--- config.mk ---
export PLATFORM = sky130hd
export DESIGN_NAME = tl_ram_responder_flat
export DESIGN_NICKNAME = d
export VERILOG_FILES = /design/src/rtl/tl_ram_responder_if.sv /design/src/rtl/tl_ram_responder.sv /design/src/flat_wrapper.sv
export SDC_FILE = /design/constraint.sdc
export NUM_CORES = 1
export LEC_CHECK = 0
export BUFFER_PORTS_ARGS = -buffer_cell sky130_fd_sc_hd__buf_2
export CORE_MARGIN = 4
export CORE_UTILIZATION = 40
export DETAILED_ROUTE_END_ITERATION = 8
export MAX_ROUTING_LAYER = met4
export PLACE_DENSITY = 0.53
export SYNTH_ARGS = -nofsm -noshare
export SYNTH_HDL_FRONTEND = slang
export SYNTH_SLANG_ARGS = --single-unit
--- constraint.sdc ---
create_clock -name clock -period 6.85 [get_ports clock]
set_clock_uncertainty 0.05 [all_clocks]
set_input_delay 0.3425 -clock clock [delete_from_list [all_inputs] [get_ports clock]]
set_output_delay 0.3425 -clock clock [all_outputs]
set_load 0.03 [all_outputs]
--- src/rtl/tl_ram_responder_if.sv ---
// TileLink-UL A/D channel bundle between a requester (master) and the RAM responder (slave).
interface tl_ram_responder_if;
    logic        a_valid;
    logic        a_ready;
    logic [2:0]  a_opcode;
    logic [2:0]  a_param;
    logic [3:0]  a_size;
    logic [3:0]  a_source;
    logic [31:0] a_address;
    logic [7:0]  a_mask;
    logic [63:0] a_data;
    logic        a_corrupt;

    logic        d_valid;
    logic        d_ready;
    logic [2:0]  d_opcode;
    logic [1:0]  d_param;
    logic [3:0]  d_size;
    logic [3:0]  d_source;
    logic        d_sink;
    logic        d_denied;
    logic [63:0] d_data;
    logic        d_corrupt;

    modport master (
        output a_valid, a_opcode, a_param, a_size, a_source, a_address, a_mask, a_data, a_corrupt,
        input  a_ready,
        input  d_valid, d_opcode, d_param, d_size, d_source, d_sink, d_denied, d_data, d_corrupt,
        output d_ready
    );

    modport slave (
        input  a_valid, a_opcode, a_param, a_size, a_source, a_address, a_mask, a_data, a_corrupt,
        output a_ready,
        output d_valid, d_opcode, d_param, d_size, d_source, d_sink, d_denied, d_data, d_corrupt,
        input  d_ready
    );
endinterface

--- src/rtl/tl_ram_responder.sv ---
// TileLink-UL scratchpad manager: services Get/Put from a 64-bit RAM and
// returns responses through a 2-entry FIFO (1-cycle minimum latency, no bypass).
module tl_ram_responder #(
    parameter int unsigned DEPTH_LOG2 = 4,
    parameter logic [31:0] BASE       = 32'h1000_0000
) (
    input  logic             clock,
    input  logic             reset,
    tl_ram_responder_if.slave io
);

    localparam int unsigned WORDS  = 1 << DEPTH_LOG2;
    localparam int unsigned IDX_W  = DEPTH_LOG2;
    localparam int unsigned DATA_W = 64;

    localparam logic [2:0] OPC_PUT_FULL    = 3'd0;
    localparam logic [2:0] OPC_PUT_PARTIAL = 3'd1;
    localparam logic [2:0] OPC_ARITH       = 3'd2;
    localparam logic [2:0] OPC_LOGIC       = 3'd3;
    localparam logic [2:0] OPC_GET         = 3'd4;
    localparam logic [2:0] OPC_ACK         = 3'd0;
    localparam logic [2:0] OPC_ACK_DATA    = 3'd1;

    typedef struct packed {
        logic [2:0]        opcode;
        logic [3:0]        size;
        logic [3:0]        source;
        logic              denied;
        logic [DATA_W-1:0] data;
        logic              corrupt;
    } resp_t;

    logic [DATA_W-1:0] mem [WORDS];

    logic [31:0]      offset;
    logic             in_range;
    logic             size_bad;
    logic             misaligned;
    logic             addr_bad;
    logic [IDX_W-1:0] idx;
    logic             a_fire;
    logic             d_fire;
    logic             write_en;
    resp_t            resp_c;

    resp_t            fifo_q [2];
    logic             enq_ptr;
    logic             deq_ptr;
    logic             maybe_full;
    logic             ptr_match;
    logic             empty;
    logic             full;
    resp_t            head;

    logic             unused_a_param;
    assign unused_a_param = ^io.a_param;

    // Address decode and legality
    assign offset   = io.a_address - BASE;
    assign in_range = (offset >> (DEPTH_LOG2 + 3)) == 32'd0;
    assign idx      = offset[DEPTH_LOG2+2:3];
    assign size_bad = io.a_size > 4'd3;

    always_comb begin
        misaligned = 1'b0;
        case (io.a_size[1:0])
            2'd0:    misaligned = 1'b0;
            2'd1:    misaligned = io.a_address[0];
            2'd2:    misaligned = |io.a_address[1:0];
            default: misaligned = |io.a_address[2:0];
        endcase
    end

    assign addr_bad = ~in_range | size_bad | misaligned;

    // Response formed in the accept cycle from the pre-edge RAM contents
    always_comb begin
        resp_c        = '0;
        resp_c.size   = io.a_size;
        resp_c.source = io.a_source;
        case (io.a_opcode)
            OPC_PUT_FULL, OPC_PUT_PARTIAL: begin
                resp_c.opcode = OPC_ACK;
                resp_c.denied = addr_bad;
            end
            OPC_GET: begin
                resp_c.opcode  = OPC_ACK_DATA;
                resp_c.denied  = addr_bad;
                resp_c.corrupt = addr_bad;
                resp_c.data    = addr_bad ? '0 : mem[idx];
            end
            OPC_ARITH, OPC_LOGIC: begin
                resp_c.opcode  = OPC_ACK_DATA;
                resp_c.denied  = 1'b1;
                resp_c.corrupt = 1'b1;
            end
            default: begin
                resp_c.opcode = OPC_ACK;
                resp_c.denied = 1'b1;
            end
        endcase
    end

    assign a_fire   = io.a_valid & io.a_ready;
    assign d_fire   = io.d_valid & io.d_ready;
    assign write_en = a_fire & ~addr_bad & ~io.a_corrupt &
                      ((io.a_opcode == OPC_PUT_FULL) | (io.a_opcode == OPC_PUT_PARTIAL));

    // Byte-lane RAM write; held off while reset is asserted
    always_ff @(posedge clock) begin
        if (reset && write_en) begin
            for (int i = 0; i < 8; i++) begin
                if (io.a_mask[i]) begin
                    mem[idx][8*i +: 8] <= io.a_data[8*i +: 8];
                end
            end
        end
    end

    // Response FIFO with wrapping 1-bit pointers
    always_ff @(posedge clock or negedge reset) begin
        if (!reset) begin
            enq_ptr    <= 1'b0;
            deq_ptr    <= 1'b0;
            maybe_full <= 1'b0;
            fifo_q[0]  <= '0;
            fifo_q[1]  <= '0;
        end else begin
            if (a_fire) begin
                fifo_q[enq_ptr] <= resp_c;
                enq_ptr         <= ~enq_ptr;
            end
            if (d_fire) begin
                deq_ptr <= ~deq_ptr;
            end
            if (a_fire != d_fire) begin
                maybe_full <= a_fire;
            end
        end
    end

    assign ptr_match = enq_ptr == deq_ptr;
    assign empty     = ptr_match & ~maybe_full;
    assign full      = ptr_match & maybe_full;
    assign head      = fifo_q[deq_ptr];

    assign io.a_ready   = ~full;
    assign io.d_valid   = ~empty;
    assign io.d_opcode  = head.opcode;
    assign io.d_param   = 2'b00;
    assign io.d_size    = head.size;
    assign io.d_source  = head.source;
    assign io.d_sink    = 1'b0;
    assign io.d_denied  = head.denied;
    assign io.d_data    = head.data;
    assign io.d_corrupt = head.corrupt;

endmodule
--- src/flat_wrapper.sv ---
// flat-port wrapper written by rule: the top's interface ports become plain ports
module tl_ram_responder_flat 
#(
    parameter int unsigned DEPTH_LOG2 = 4,
    parameter logic [31:0] BASE       = 32'h1000_0000
)
  (clock, reset, io_a_valid, io_a_opcode, io_a_param, io_a_size, io_a_source, io_a_address, io_a_mask, io_a_data, io_a_corrupt, io_a_ready, io_d_valid, io_d_opcode, io_d_param, io_d_size, io_d_source, io_d_sink, io_d_denied, io_d_data, io_d_corrupt, io_d_ready);
  tl_ram_responder_if io_i ();
  input  logic clock;
  input  logic reset;
  input wire logic [$bits(io_i.a_valid)-1:0] io_a_valid;
  input wire logic [$bits(io_i.a_opcode)-1:0] io_a_opcode;
  input wire logic [$bits(io_i.a_param)-1:0] io_a_param;
  input wire logic [$bits(io_i.a_size)-1:0] io_a_size;
  input wire logic [$bits(io_i.a_source)-1:0] io_a_source;
  input wire logic [$bits(io_i.a_address)-1:0] io_a_address;
  input wire logic [$bits(io_i.a_mask)-1:0] io_a_mask;
  input wire logic [$bits(io_i.a_data)-1:0] io_a_data;
  input wire logic [$bits(io_i.a_corrupt)-1:0] io_a_corrupt;
  output wire logic [$bits(io_i.a_ready)-1:0] io_a_ready;
  output wire logic [$bits(io_i.d_valid)-1:0] io_d_valid;
  output wire logic [$bits(io_i.d_opcode)-1:0] io_d_opcode;
  output wire logic [$bits(io_i.d_param)-1:0] io_d_param;
  output wire logic [$bits(io_i.d_size)-1:0] io_d_size;
  output wire logic [$bits(io_i.d_source)-1:0] io_d_source;
  output wire logic [$bits(io_i.d_sink)-1:0] io_d_sink;
  output wire logic [$bits(io_i.d_denied)-1:0] io_d_denied;
  output wire logic [$bits(io_i.d_data)-1:0] io_d_data;
  output wire logic [$bits(io_i.d_corrupt)-1:0] io_d_corrupt;
  input wire logic [$bits(io_i.d_ready)-1:0] io_d_ready;
  assign io_i.a_valid = io_a_valid;
  assign io_i.a_opcode = io_a_opcode;
  assign io_i.a_param = io_a_param;
  assign io_i.a_size = io_a_size;
  assign io_i.a_source = io_a_source;
  assign io_i.a_address = io_a_address;
  assign io_i.a_mask = io_a_mask;
  assign io_i.a_data = io_a_data;
  assign io_i.a_corrupt = io_a_corrupt;
  assign io_a_ready = io_i.a_ready;
  assign io_d_valid = io_i.d_valid;
  assign io_d_opcode = io_i.d_opcode;
  assign io_d_param = io_i.d_param;
  assign io_d_size = io_i.d_size;
  assign io_d_source = io_i.d_source;
  assign io_d_sink = io_i.d_sink;
  assign io_d_denied = io_i.d_denied;
  assign io_d_data = io_i.d_data;
  assign io_d_corrupt = io_i.d_corrupt;
  assign io_i.d_ready = io_d_ready;
  tl_ram_responder #(.DEPTH_LOG2(DEPTH_LOG2), .BASE(BASE)) u_core (.clock(clock), .reset(reset), .io(io_i));
endmodule
# After elaboration in Yosys (flattened, before gate mapping)

Memory sizes are Yosys's and may differ from the RTL's.
Index checks and enable logic that the tools add are counted.

Equal/unequal tests: 8
Muxes and demuxes: 36
Add/sub/neg operators: 1
$lt $le $gt $ge: 4
Reduce and logical (&&, ||, !) cells: 10
Bitwise gates (word level): 20

Operators by type and width:

| operator               | number |
|---|---|
| $mux 77                | 4 |
| $bwmux 154             | 1 |
| $mux 64                | 2 |
| $demux 77 s1           | 1 |
| $logic_not 32->1       | 1 |
| $sub 32x29->32 const B | 1 |
| $mux 1                 | 26 |
| $reduce_or 3->1        | 3 |
| $not 1->1              | 8 |
| $and 1x1->1            | 7 |
| $eq 3x2->1 const B     | 2 |
| $ge 2x2->1 const B     | 2 |
| $gt 4x2->1 const B     | 1 |
| $not 1->2              | 2 |
| $reduce_or 2->1        | 2 |
| $eq 3x1->1 const B     | 1 |
| $eq 3x3->1 const B     | 1 |
| $logic_not 3->1        | 1 |
| $or 1x1->1             | 3 |
| $pmux 1 s3             | 1 |
| $eq 2x1->1 const B     | 1 |
| $eq 2x2->1 const B     | 1 |
| $logic_and 1x1->1      | 2 |
| $logic_not 2->1        | 1 |
| 4 further kinds        | 4 |

Bits of input ports: 123
Output and inout bits: 82
Logic and storage cells: 95
Memory bits (writable): 1024
Memories: 1
Flip-flop bits (word level): 157

Memory list:

| name       | depth | bits a word | rd ports | clocked after memory_dff | wr ports | RTL line               | source |
|---|---|---|---|---|---|---|---|
| u_core.mem | 16    | 64          | 1        | 0                        | 1        | tl_ram_responder.sv:33 | `logic [DATA_W-1:0] mem [WORDS];` |

# Depth between registers and ports, before layout

Depth in word-level cells: 12
Mapped depth: 8
Mapped depth without buffers: 6

# Worst setup path after synthesis

Ideal clock, no wire load.

Path kind: input to register
Start: input io_a_address[14]
End: memory u_core.mem[11][0], enable pin
Setup slack: 3.909 ns
Library setup time: 0.383 ns
Path buffers: 2
Arrival: 2.508 ns
Data required time: 6.417 ns
Stages: 6
Path through: or4_4 a2111oi_4 nand4_1 buf_4 buf_6 nor3_1

Word-level cells in the longest chain between the ends: 12

RTL lines:

| item                         | RTL line                | source |
|---|---|---|
| start: declaration           | flat_wrapper.sv:16      | `input wire logic [$bits(io_i.a_address)-1:0] io_a_address;` |
| $sub 32x29->32               | tl_ram_responder.sv:59  | `assign offset = io.a_address - BASE;` |
| $logic_not 32->1             | tl_ram_responder.sv:60  | `assign in_range = (offset >> (DEPTH_LOG2 + 3)) == 32'd0;` |
| $not 1->1                    | tl_ram_responder.sv:74  | `assign addr_bad = ~in_range \| size_bad \| misaligned;` |
| $or 1x1->1 (2 in series)     | tl_ram_responder.sv:74  |  |
| $not 1->1                    | tl_ram_responder.sv:106 | `assign write_en = a_fire & ~addr_bad & ~io.a_corrupt &` |
| $and 1x1->1 (3 in series)    | tl_ram_responder.sv:106 |  |
| $logic_and 1x1->1            | tl_ram_responder.sv:111 | `if (reset && write_en) begin` |
| $mux 1                       | tl_ram_responder.sv:111 |  |
| $mux 1 (implied by the code) | tl_ram_responder.sv:114 | `mem[idx][8*i +: 8] <= io.a_data[8*i +: 8];` |
| end: declaration             | tl_ram_responder.sv:33  |  |

Every way passes these cells.

# Final worst setup path

Start: input reset
End: memory u_core.mem[6][49], enable pin

Word-level cells in the longest chain between the ends: 3

RTL lines:

| item                         | RTL line                | source |
|---|---|---|
| start: declaration           | flat_wrapper.sv:10      | `input logic reset;` |
| $logic_and 1x1->1            | tl_ram_responder.sv:111 |  |
| $mux 1                       | tl_ram_responder.sv:111 |  |
| $mux 1 (implied by the code) | tl_ram_responder.sv:114 |  |

Every way passes these cells.

==> metrics.md <==
| Metric | Value |
|---|---|
| Synth warn | 0 |
| Routed length on met1 | ~51 mm |
| EDFF count, synth | 1024 |
| Area grow syn2layout | 16.38% |
| Drt drc | 0 |
| Synth Cell Area | approximately 47000 um2 |
| Final Cycle Share | between 50% and 60% |
| Vias per cell | ~5.4 |
| Final net count | 3310 |
| RR Endpoint | u_core.mem[6][49] |
| Critical Path AT | between 4000 and 5000 ps |
| CTS tree | done |
| Leak | 19.91 nW |
| Startpoint Class | primary input |
| Mapped Avg Cell Area | 16.33 um2 |
| Top sig layer | met4 |
| Post-detail-place hpwl | 74.26 mm |
| Num rows | approximately 130 |
| Cts repair resizes | 0 |
| Die Height | 350.5 um |
| CP Launch Point | reset |
| Core area | 116400 um2 |
| Final std cells w/o fill | 4817 |
| Initial antenna violation count | 5 |
| Share of cells above drive strength 1 | between 10% and 20% |
| Routed length on met2 | roughly 60 mm |
| Largest net degree at the start of global routing | about 140 |
| Ys async rst share | roughly an eighth |
| Max FO, Critical Path | 48 |
| Slew HR | between 8 and 9% |
| First-pass DRT Iterations | 5 |
| Tot GR Track Use | 20.05% |
| Clk buf depth | 3 |
| Clk sinks | 1177 |
| Boundary pin count | about 210 |
| Area of the multi-input gates | around 11000 um2 |
| Final Wtd Congestion | 0.7898 |
| Reg clk slew, reported paths | approximately 60 ps |
| Max Slew Vio Count | 0 |
| Gr ovfl total | 0 |
| Worst skew pair latency | 700 ps |
| I/O Buffers | 196 |
| FILL cells | approximately 10000 |
| Number of global-route vias before repair | between 20000 and 30000 |
| Setup TNS | 0 ps |
| Maxcap violations | 0 |
| Outcome | complete, no violations |
| Root Buffer | clkbuf_16 |
| Setup CP Type | primary input to flip-flop |
| Main flop type after synthesis | edfxtp_1 |
| R2r startpoint | u_core.deq_ptr |
| Via count | around 26000 |
| Worst Tran Pin Value | ~1400 ps |
| Cells after Synth | roughly 2900 |
| Power Density | 288.7 nW/um2 |
| Post-Place Cells | 4507 |
| Post-synthesis sequential area ratio | between 70% and 80% |
| Die area | about 120000 um2 |
| Cts-stage hold buffer count | 76 |
| Worst setup path end | u_core.mem[6][49] |
| Setup slack, reg-to-reg | roughly 3100 ps |
| Commonest cells after routing, fill and taps aside | edfxtp_1 (1024), mux2i_1 (514), buf_2 (196) |
| First-pass GRT wire length | roughly 170 mm |
| Post-DR wirelength/cell | between 20 and 30 um |
| Critical Path End Type | flip-flop |
| Worst r2r path cells | 5 |
| Commonest non-fill, non-tap cell in the layout | edfxtp_1 |
| Starting density of the core | 40.31% |
| Final min period | slightly below 4000 ps |
| Seq cells post-synth | ~1200 |
| Die X | around 350 um |
| Routed met3 length | about 7 mm |
| FF/Latch Area | 34580 um2 |
| Initial DRC count | just under 2000 |
| WL final | between 100 and 150 mm |
| Fmax | between 200 and 300 MHz |
| Setup-failing EPs final | 0 |
| Hold Path Class | primary input to flip-flop |
| Routed Antenna Nets | 0 |
| Worst VDD drop | roughly 0.2 mV |
| Final Hold Fails | 0 |
| Post-CTS Setup Inserts | 0 |
| Worst EP required | around 7000 ps |
| RSZ-0062 raised after global routing | false |
| Synth cell types | between 40 and 50 |
| H-tree level count | 3 |
| CTS Buf Count | 120 |
## how the worst min path moves through the flow
stage,from,end,cells past startpoint
after floorplan,reset,u_core.deq_ptr,0
after detailed placement,reset,u_core.fifo_q[13],1
after CTS,io_a_opcode[0],u_core.fifo_q[0],3
final,io_a_opcode[0],u_core.fifo_q[151],4
after global placement,reset,u_core.fifo_q[13],1
after global routing,io_a_opcode[0],u_core.fifo_q[0],3
## power by group
| group | internal (W) | switching [W] |
|---|---|---|
| clock network | 0.00380 | 0.00267 |
| registers | 0.00786 | 0.000106 |
| logic | 0.000411 | 0.000906 |
| total | 0.0121 | 0.00368 |
## sequential cells by signal (all words and copies together) (netlist names)
register	flops
u_core.fifo_q	150
u_core.deq_ptr	1
u_core.enq_ptr	1
u_core.mem	1024
u_core.maybe_full	1
## routing by layer
metal	global-route usage [%]	vias up
met5	-	-
met4	5.724	0
met3	3.576	188
met2	33.61	787
met1	25.13	13280
li1	-	11970
## per-stage QoR
stage	cell area (um2)	util (%)	hold slack [ps]	worst slack, ps	total power [W]
3_3_place_gp	49800	42.80	264.0	2753	0.009380
2_1_floorplan	46930	-	-3.091	3909	0.008837
4_1_cts	54520	46.85	12.41	2756	0.01591
5_1_grt	54590	46.92	61.82	2674	0.01628
3_5_place_dp	49800	42.80	277.1	2596	0.009408
6_report	54590	46.92	47.75	2874	0.01576
## final cells by class
| type | count | share of cell area, % |
|---|---|---|
| clock inverters | 77 | 1.290 |
| repair buffers | 384 | 4.815 |
| inverters | 11 | 0.07563 |
| well taps | 1524 | 3.493 |
| multi-input cells | 1492 | 21.01 |
| flip-flops and latches | 1177 | 63.35 |
| diodes | 4 | 0.01834 |
| clock buffers | 148 | 5.957 |
## worst max-delay path, cell delays in order
cell	delay, ps
dlygate4sd3_1	550
buf_6	400
or4b_2	750
a211oi_1	350
nand4_1	280
buf_4	400
nor3_1	1130
## logic make-up after synthesis
family,share of synthesized area [%]
muxes,12.79
adders and majority gates,0.02667
other,0.007994
xor gates and xnor gates,0.05602
AOI/OAI and AO/OA,7.082
DFF,73.71
buffers and inverters,2.088
and+or+nand+nor,4.236
## cell usage after synthesis, types with 2 or more instances
library cell	instances	area (um2)
xnor2_1	3	26.28
a31oi_1	2	12.51
nor4_1	5	31.28
nor2_1	6	22.52
mux2_2	76	855.8
o22ai_1	128	800.8
a21oi_1	3	15.01
a21boi_0	64	480.5
a22oi_1	128	960.9
nand2_1	192	720.7
dfrtp_1	153	3829
nand4_4	2	42.54
and3_1	2	12.51
nor2b_1	8	50.05
buf_1	23	86.33
edfxtp_1	1024	30750
buf_6	18	202.7
clkbuf_1	113	424.2
nand2b_1	3	18.77
nor3_1	193	965.9
nand4_1	2	12.51
nand3_1	7	35.03
buf_4	6	45.04
mux2i_1	514	5145
o31ai_1	130	975.9
buf_2	36	180.2
inv_1	11	41.29
o21ai_0	5	25.02
Note: power is estimated with default switching activity, not from simulation.
